**config.mk**
```make
export PLATFORM = sky130hd
export DESIGN_NAME = uart_rx
export DESIGN_NICKNAME = d
export VERILOG_FILES = /design/src/rtl/uart_rx.sv
export SDC_FILE = /design/constraint.sdc
export NUM_CORES = 1
export LEC_CHECK = 0
export CORE_ASPECT_RATIO = 0.8
export CORE_MARGIN = 2
export CORE_UTILIZATION = 56
export DETAILED_ROUTE_END_ITERATION = 8
export GPL_ROUTABILITY_DRIVEN = 0
export PLACE_DENSITY_LB_ADDON = 0.2
export SLEW_MARGIN = 0
export SYNTH_ARGS = -nofsm -noshare
export SYNTH_HDL_FRONTEND = slang
export SYNTH_SLANG_ARGS = --single-unit
```
**constraint.sdc**
```tcl
create_clock -name iClk -period 2.3 [get_ports iClk]
set_clock_uncertainty 0.05 [all_clocks]
set_input_delay 0.46 -clock iClk [delete_from_list [all_inputs] [get_ports iClk]]
set_output_delay 0.46 -clock iClk [all_outputs]
set_load 0.03 [all_outputs]
```
**src/rtl/uart_rx.sv**
```systemverilog
// 8N1 UART receiver with 2-flop input synchronizer and mid-bit sampling.
// Define UART_RX_FRAME_ERR_EN to add oRxFrameErr and reject frames with a low stop bit.
module uart_rx #(
  parameter int unsigned CLK_FREQ  = 100000000,
  parameter int unsigned BAUD_RATE = 115200
) (
  input  logic       iClk,
  input  logic       iRst,
  input  logic       iRxSerial,
  output logic [7:0] oRxByte,
  output logic       oRxDone
`ifdef UART_RX_FRAME_ERR_EN
  ,
  output logic       oRxFrameErr
`endif
);

  localparam int unsigned CLKS_PER_BIT = CLK_FREQ / BAUD_RATE;
  localparam int unsigned HALF_BIT     = CLKS_PER_BIT / 2;
  localparam int unsigned CNT_W        = $clog2(CLKS_PER_BIT);
  localparam logic [CNT_W-1:0] BIT_END  = CNT_W'(CLKS_PER_BIT - 1);
  localparam logic [CNT_W-1:0] HALF_END = CNT_W'(HALF_BIT - 1);

  typedef enum logic [2:0] {
    IDLE,
    START,
    DATA,
    STOP,
    DONE
  } state_e;

  state_e           state_q, state_d;
  logic [CNT_W-1:0] clkCnt_q, clkCnt_d;
  logic [2:0]       bitIdx_q, bitIdx_d;
  logic [7:0]       shift_q, shift_d;
  logic [7:0]       rxByte_q, rxByte_d;
  logic             rxDone_q, rxDone_d;
  logic [1:0]       sync_q;
  logic             rxLine;
`ifdef UART_RX_FRAME_ERR_EN
  logic             frameErr_q, frameErr_d;
  logic             badStop_q, badStop_d;
`endif

  assign rxLine = sync_q[1];

  always_ff @(posedge iClk) begin
    if (iRst) begin
      sync_q     <= 2'b11;
      state_q    <= IDLE;
      clkCnt_q   <= '0;
      bitIdx_q   <= '0;
      shift_q    <= '0;
      rxByte_q   <= '0;
      rxDone_q   <= 1'b0;
`ifdef UART_RX_FRAME_ERR_EN
      frameErr_q <= 1'b0;
      badStop_q  <= 1'b0;
`endif
    end else begin
      sync_q     <= {sync_q[0], iRxSerial};
      state_q    <= state_d;
      clkCnt_q   <= clkCnt_d;
      bitIdx_q   <= bitIdx_d;
      shift_q    <= shift_d;
      rxByte_q   <= rxByte_d;
      rxDone_q   <= rxDone_d;
`ifdef UART_RX_FRAME_ERR_EN
      frameErr_q <= frameErr_d;
      badStop_q  <= badStop_d;
`endif
    end
  end

  // START samples once at mid start bit; every later sample lands mid-bit, one bit period apart.
  always_comb begin
    state_d    = state_q;
    clkCnt_d   = clkCnt_q;
    bitIdx_d   = bitIdx_q;
    shift_d    = shift_q;
    rxByte_d   = rxByte_q;
    rxDone_d   = 1'b0;
`ifdef UART_RX_FRAME_ERR_EN
    frameErr_d = 1'b0;
    badStop_d  = badStop_q;
`endif
    case (state_q)
      IDLE: begin
        clkCnt_d = '0;
        if (!rxLine) begin
          bitIdx_d = '0;
          state_d  = START;
        end
      end
      START: begin
        if (clkCnt_q == HALF_END) begin
          clkCnt_d = '0;
          state_d  = rxLine ? IDLE : DATA;
        end else begin
          clkCnt_d = clkCnt_q + CNT_W'(1);
        end
      end
      DATA: begin
        if (clkCnt_q == BIT_END) begin
          clkCnt_d          = '0;
          shift_d[bitIdx_q] = rxLine;
          if (bitIdx_q == 3'd7) begin
            state_d = STOP;
          end else begin
            bitIdx_d = bitIdx_q + 3'd1;
          end
        end else begin
          clkCnt_d = clkCnt_q + CNT_W'(1);
        end
      end
      STOP: begin
        if (clkCnt_q == BIT_END) begin
          clkCnt_d = '0;
          state_d  = DONE;
`ifdef UART_RX_FRAME_ERR_EN
          badStop_d = !rxLine;
          if (rxLine) begin
            rxByte_d = shift_q;
          end
`else
          rxByte_d = shift_q;
`endif
        end else begin
          clkCnt_d = clkCnt_q + CNT_W'(1);
        end
      end
      DONE: begin
        state_d = IDLE;
`ifdef UART_RX_FRAME_ERR_EN
        if (badStop_q) begin
          frameErr_d = 1'b1;
        end else begin
          rxDone_d = 1'b1;
        end
`else
        rxDone_d = 1'b1;
`endif
      end
      default: state_d = IDLE;
    endcase
  end

  assign oRxByte = rxByte_q;
  assign oRxDone = rxDone_q;
`ifdef UART_RX_FRAME_ERR_EN
  assign oRxFrameErr = frameErr_q;
`endif

endmodule

```
# Word level (Yosys, flattened, before mapping)
# Index checks and enable logic that the tools add are counted.
# word_totals
register_bits	35
out_inout_bits	9
# op_classes
add_sub_neg	2
n_lt_le_gt_ge	2
eq_ne	13
mux	18
reduce_logical	9
# ops
operator	count
case mux 10 bit (3 select lines)	1
2-to-1 mux 3 bit	8
2-to-1 mux 10 bit	2
!= test 2 bit (second input constant)	6
case mux 3 bit (4 select lines)	1
adder 10 x 1 -> 10 bit (second input constant)	1
equality test 10 bit (second input constant)	1
equality test 10 x 9 -> 1 bit (second input constant)	1
bitwise mux 8 bit	1
equality test 3 x 2 -> 1 bit (second input constant)	2
equality test 3 bit (second input constant)	2
case mux 3 bit (2 select lines)	1
AND reduction 5 bit	1
less-than comparator 3 x 4 -> 1 bit (second input constant)	1
AND reduction 2 bit	2
AND reduction 4 bit	1
adder 3 x 1 -> 3 bit (second input constant)	1
demux 1 bit (select 3 bit)	1
equality test 3 x 1 -> 1 bit (second input constant)	1
greater-or-equal comparator 3 x 1 -> 1 bit (second input constant)	1
logical NOT 3 bit	1
nonzero test 3 bit	1
2-to-1 mux 1 bit	2
2-to-1 mux 2 bit	1
3 further kinds	3

# Logic depth before layout (Yosys ltp)
# logic_depth
depth_word	5
mapped_depth	8
ltp_nobuf	7

# Worst setup path before layout
# No wires, ideal clock.
# synth_path
path_type	flip-flop to flip-flop
from	reg clkCnt_q[2]
to	reg shift_q[3]
setup_ns	0.128
arrival_time_ns	1.923
t_required_ns	2.122
path_slack_ns	0.200
stages_incl_launch_ff	7
n_path_buf	1
cell_sequence	dfxtp_1 > or3b_1 > buf_6 > or4_4 > nor4_1 > mux2i_1 > nor2_1
# synth_via
elab_chain_len	2
# synth_lines
item	line_no	source
start, declared	33	logic [CNT_W-1:0] clkCnt_q, clkCnt_d;
start signal, assigned	63	clkCnt_q <= clkCnt_d;
equality test 10 bit	104	if (clkCnt_q == BIT_END) begin
AND reduction 2 bit (no line)	--	
end signal, assigned	65	shift_q <= shift_d;
end, declared	35	logic [7:0] shift_q, shift_d;
# No other way between the ends.
# A chain may end at the register's enable or synchronous reset.

# Worst setup path after layout
# layout_path
from	reg clkCnt_q[0]
to	reg clkCnt_q[5]
# layout_via
elab_chain_len	3
word_cells_on_any_way	6
classes_between	add/sub (1); eq/ne (2); mux (3)
# layout_lines
item	line_no	source
adder 10 x 1 -> 10 bit (tied with other cells)	100, 113, 129	
2-to-1 mux 10 bit (on tied branches)	104, 117, 96	
case mux 10 bit (3 select lines) (*)	87	case (state_q)
# Every way passes the cells marked *; elsewhere a longest branch is shown, timed or not.

==> results.cfg <==
[setup_path]
reg2reg_from = clkCnt_q[0]$_SDFFE_PP0P_
required_ns = 2.49
cp_slowest_stage_delay_ns = 0.46
cpMostUsedCell = buf_4
r2r-end = clkCnt_q[5]$_SDFFE_PP0P_
cp_cell_sequence = ha_1 > nand4bb_1 > buf_4 > o31ai_1 > and2_1 > buf_4 > nor3_1 > a22o_1
crit_buf_inv = 2
cp_slowest_cell = nor3_1
crit_fanout = 5
arrival_ns = 2.37
r2r_slack_ns = 0.12
reg2reg_depth = 8
critPathTopFamily = simple AND/OR/NAND/NOR gates
crit_type = register to register
critPathLaunchType = register
end_kind = register

[timing]
max_freq_ghz = 0.4590
period_minus_slack_ns = 2.179
setup_violations = 0
timing_worst_slew_pin_value_ns = 0.5927
slew-limit-headroom_pct = 60.19
hold_viol = 0
slew_violations = 0
fin_setup_tns_ns = 0
rsz0062_at_grt = false
fin_crit_sh_pct = 94.73

[layout]
antenna_cells = 0
syn_to_final_growth_pct = 19.03
stdcell_area_mm2 = 0.001972
drive_gt1_share_pct = 12.32
fin_nets = 209

[clocking]
cts.clk_slew.worst_paths_ns = 0.07
cts_tree = done
cts_hold_buf = 0
clk_path_buf_depth = 2
cts_setup_buffers = 0
htreeDepth = 2
clock_latency_ns = 0.29
cts-buffers-inserted = 5
cts_root_buffer = clkbuf_8
cts.sinks = 35

[min_path]
min-delay-start = sync_q[0]$_SDFF_PP1_
min-delay-path-class = register to register
hold_path_depth = 1
holdPathEnd = sync_q[1]$_SDFF_PP1_

[yosys]
ys_types = 36
netlist_instances = 185
synth_edf_count = 0
yosys_most_used_dff = dfxtp_1
ys_warn_count = 0
synth_seq_cells = 35
synth-seq-area-share_pct = 42.30
synth.avg_cell_area_um2 = 8.955
yosys-top-cells-count = dfxtp_1, nor2_1, mux2i_1, nand2_1, nor3_1
synthArstFlopShare_pct = 0
syn_nets = 192
synth_top_area_share_pct = 42.30
yosysTopAreaCell = dfxtp_1
synth.most_common_cell = dfxtp_1
synth_area_mm2 = 0.001657
synth_area_leaders = dfxtp_1, mux2i_1, nor2_1

[floorplan]
initial_core_util_pct = 59.45
rows = 17
die_h_um = 52.65
core-area_mm2 = 0.002786
io_pins = 12
dieArea_mm2 = 0.003412
die_x_um = 64.81

[routing]
drtAntennaViolNets = 0
num_vias = 1447
drt-total-wl_um = 3694
drc = 0
drtIter0Drc = 139
route.detailed.wl_per_inst_um = 15.33
drtPass1Iterations = 4
via_per_inst = 6.004

[global_route]
grt.busiest_layer = met2
grt_pass1_vias = 1300
grtUsageMet2_pct = 36.60
gr-usage-met1_pct = 31.38
grt_usage_pct = 23.82
antenna_found_initial = 0
grt_pass1_wl_um = 6023
grt-ovfl-total = 0
use_met3_pct = 5.376
grt_max_degree = 37

[pwr]
pwr_density_cell_mw_per_mm2 = 622.3
ir_drop_mv = 0.5070
power_mw = 1.227
p_leak_nw = 0.7573

[placement]
io_buffers = 11
dp_hpwl_um = 2563
dpl_cell_area_mm2 = 0.001847

[outcome]
status = finished, final reports clean

[run]
cap_violations = 0
## stage by stage
| stage | util, % | hold WS (ns) | setup slack [ns] | instances |
|---|---|---|---|---|
| floorplan | - | 0.3395 | 0.1998 | 185 |
| CTS | 70.50 | 0.3657 | 0.1364 | 241 |
| global placement | 66.28 | 0.3418 | 0.1610 | 233 |
| finish | 70.77 | 0.3602 | 0.1213 | 241 |
| detailed placement | 66.28 | 0.3483 | 0.1500 | 233 |
| global route | 70.77 | 0.3839 | 0.02859 | 241 |
## cells in the final DEF (no fill, tap or decap), types with 2 or more instances in the layout
cell and instances:
clkdlybuf4s50_1 11, and2_1 2, o31ai_1 7, dfxtp_1 35, and3_1 3, ha_1 4
inv_1 5, a2bb2oi_1 2, nor4_1 3, nand4_1 7, nor2_1 28, nor3_1 9
nand3_1 3, mux2i_1 18, a22o_1 5, nand2_1 12, clkbuf_8 6, nor2b_1 5
or2_2 4, a21oi_1 6, buf_4 8
## routing by layer
metal / wire (um) / share of wire, %
met5: 0 / 0
met4: 64 / 1.7
met3: 256 / 6.9
met2: 1720 / 47
met1: 1652 / 45
## cell type report
type	instances	area, um2
clock inverters	2	35.03
inverters	5	18.77
flip-flops and latches	35	700.7
well taps	38	47.55
repair buffers	20	190.2
fillers	205	814.5
multi-input cells	135	897.1
clock buffers	6	82.58
## cell families (layout without fill, tap and decap cells)
| logic type | after synthesis | after routing | synth area share, % |
|---|---|---|---|
| adders and majority gates | 4 | 4 | 3.021 |
| AOI/OAI and AO/OA | 27 | 27 | 11.93 |
| and+or+nand+nor | 85 | 85 | 27.19 |
| DFF | 35 | 35 | 42.30 |
| buffers and inverters | 15 | 33 | 4.003 |
| muxes | 19 | 19 | 11.56 |
## registers in the layout, summed over array words and instances, names as in the netlist
register	count
sync_q	2
oRxByte	8
shift_q	8
state_q	3
bitIdx_q	3
oRxDone	1
clkCnt_q	10
## worst max-delay path by stage
stage,startpoint,to,cells after the start
6_report,clkCnt_q[0]$_SDFFE_PP0P_,clkCnt_q[5]$_SDFFE_PP0P_,8
5_1_grt,clkCnt_q[0]$_SDFFE_PP0P_,clkCnt_q[5]$_SDFFE_PP0P_,8
4_1_cts,clkCnt_q[0]$_SDFFE_PP0P_,shift_q[7]$_SDFFE_PP0P_,6
3_5_place_dp,clkCnt_q[2]$_SDFFE_PP0P_,shift_q[7]$_SDFFE_PP0P_,5
3_3_place_gp,clkCnt_q[2]$_SDFFE_PP0P_,shift_q[7]$_SDFFE_PP0P_,5
2_1_floorplan,clkCnt_q[2]$_SDFFE_PP0P_,shift_q[3]$_SDFFE_PP0P_,6
## where the power goes
group	switching [mW]	internal, mW	total [mW]
Sequential	0.00505	0.609	0.614
Clock	0.220	0.350	0.570
Combinational	0.0244	0.0183	0.0427
## repair_timing
item / 4_1_cts / 5_1_grt
endpoints found under the hold margin: 0 / 0
endpoints found under the setup margin: 0 / 2
resized for setup: 0 / 2
Note: power is estimated with default switching activity, not from simulation.
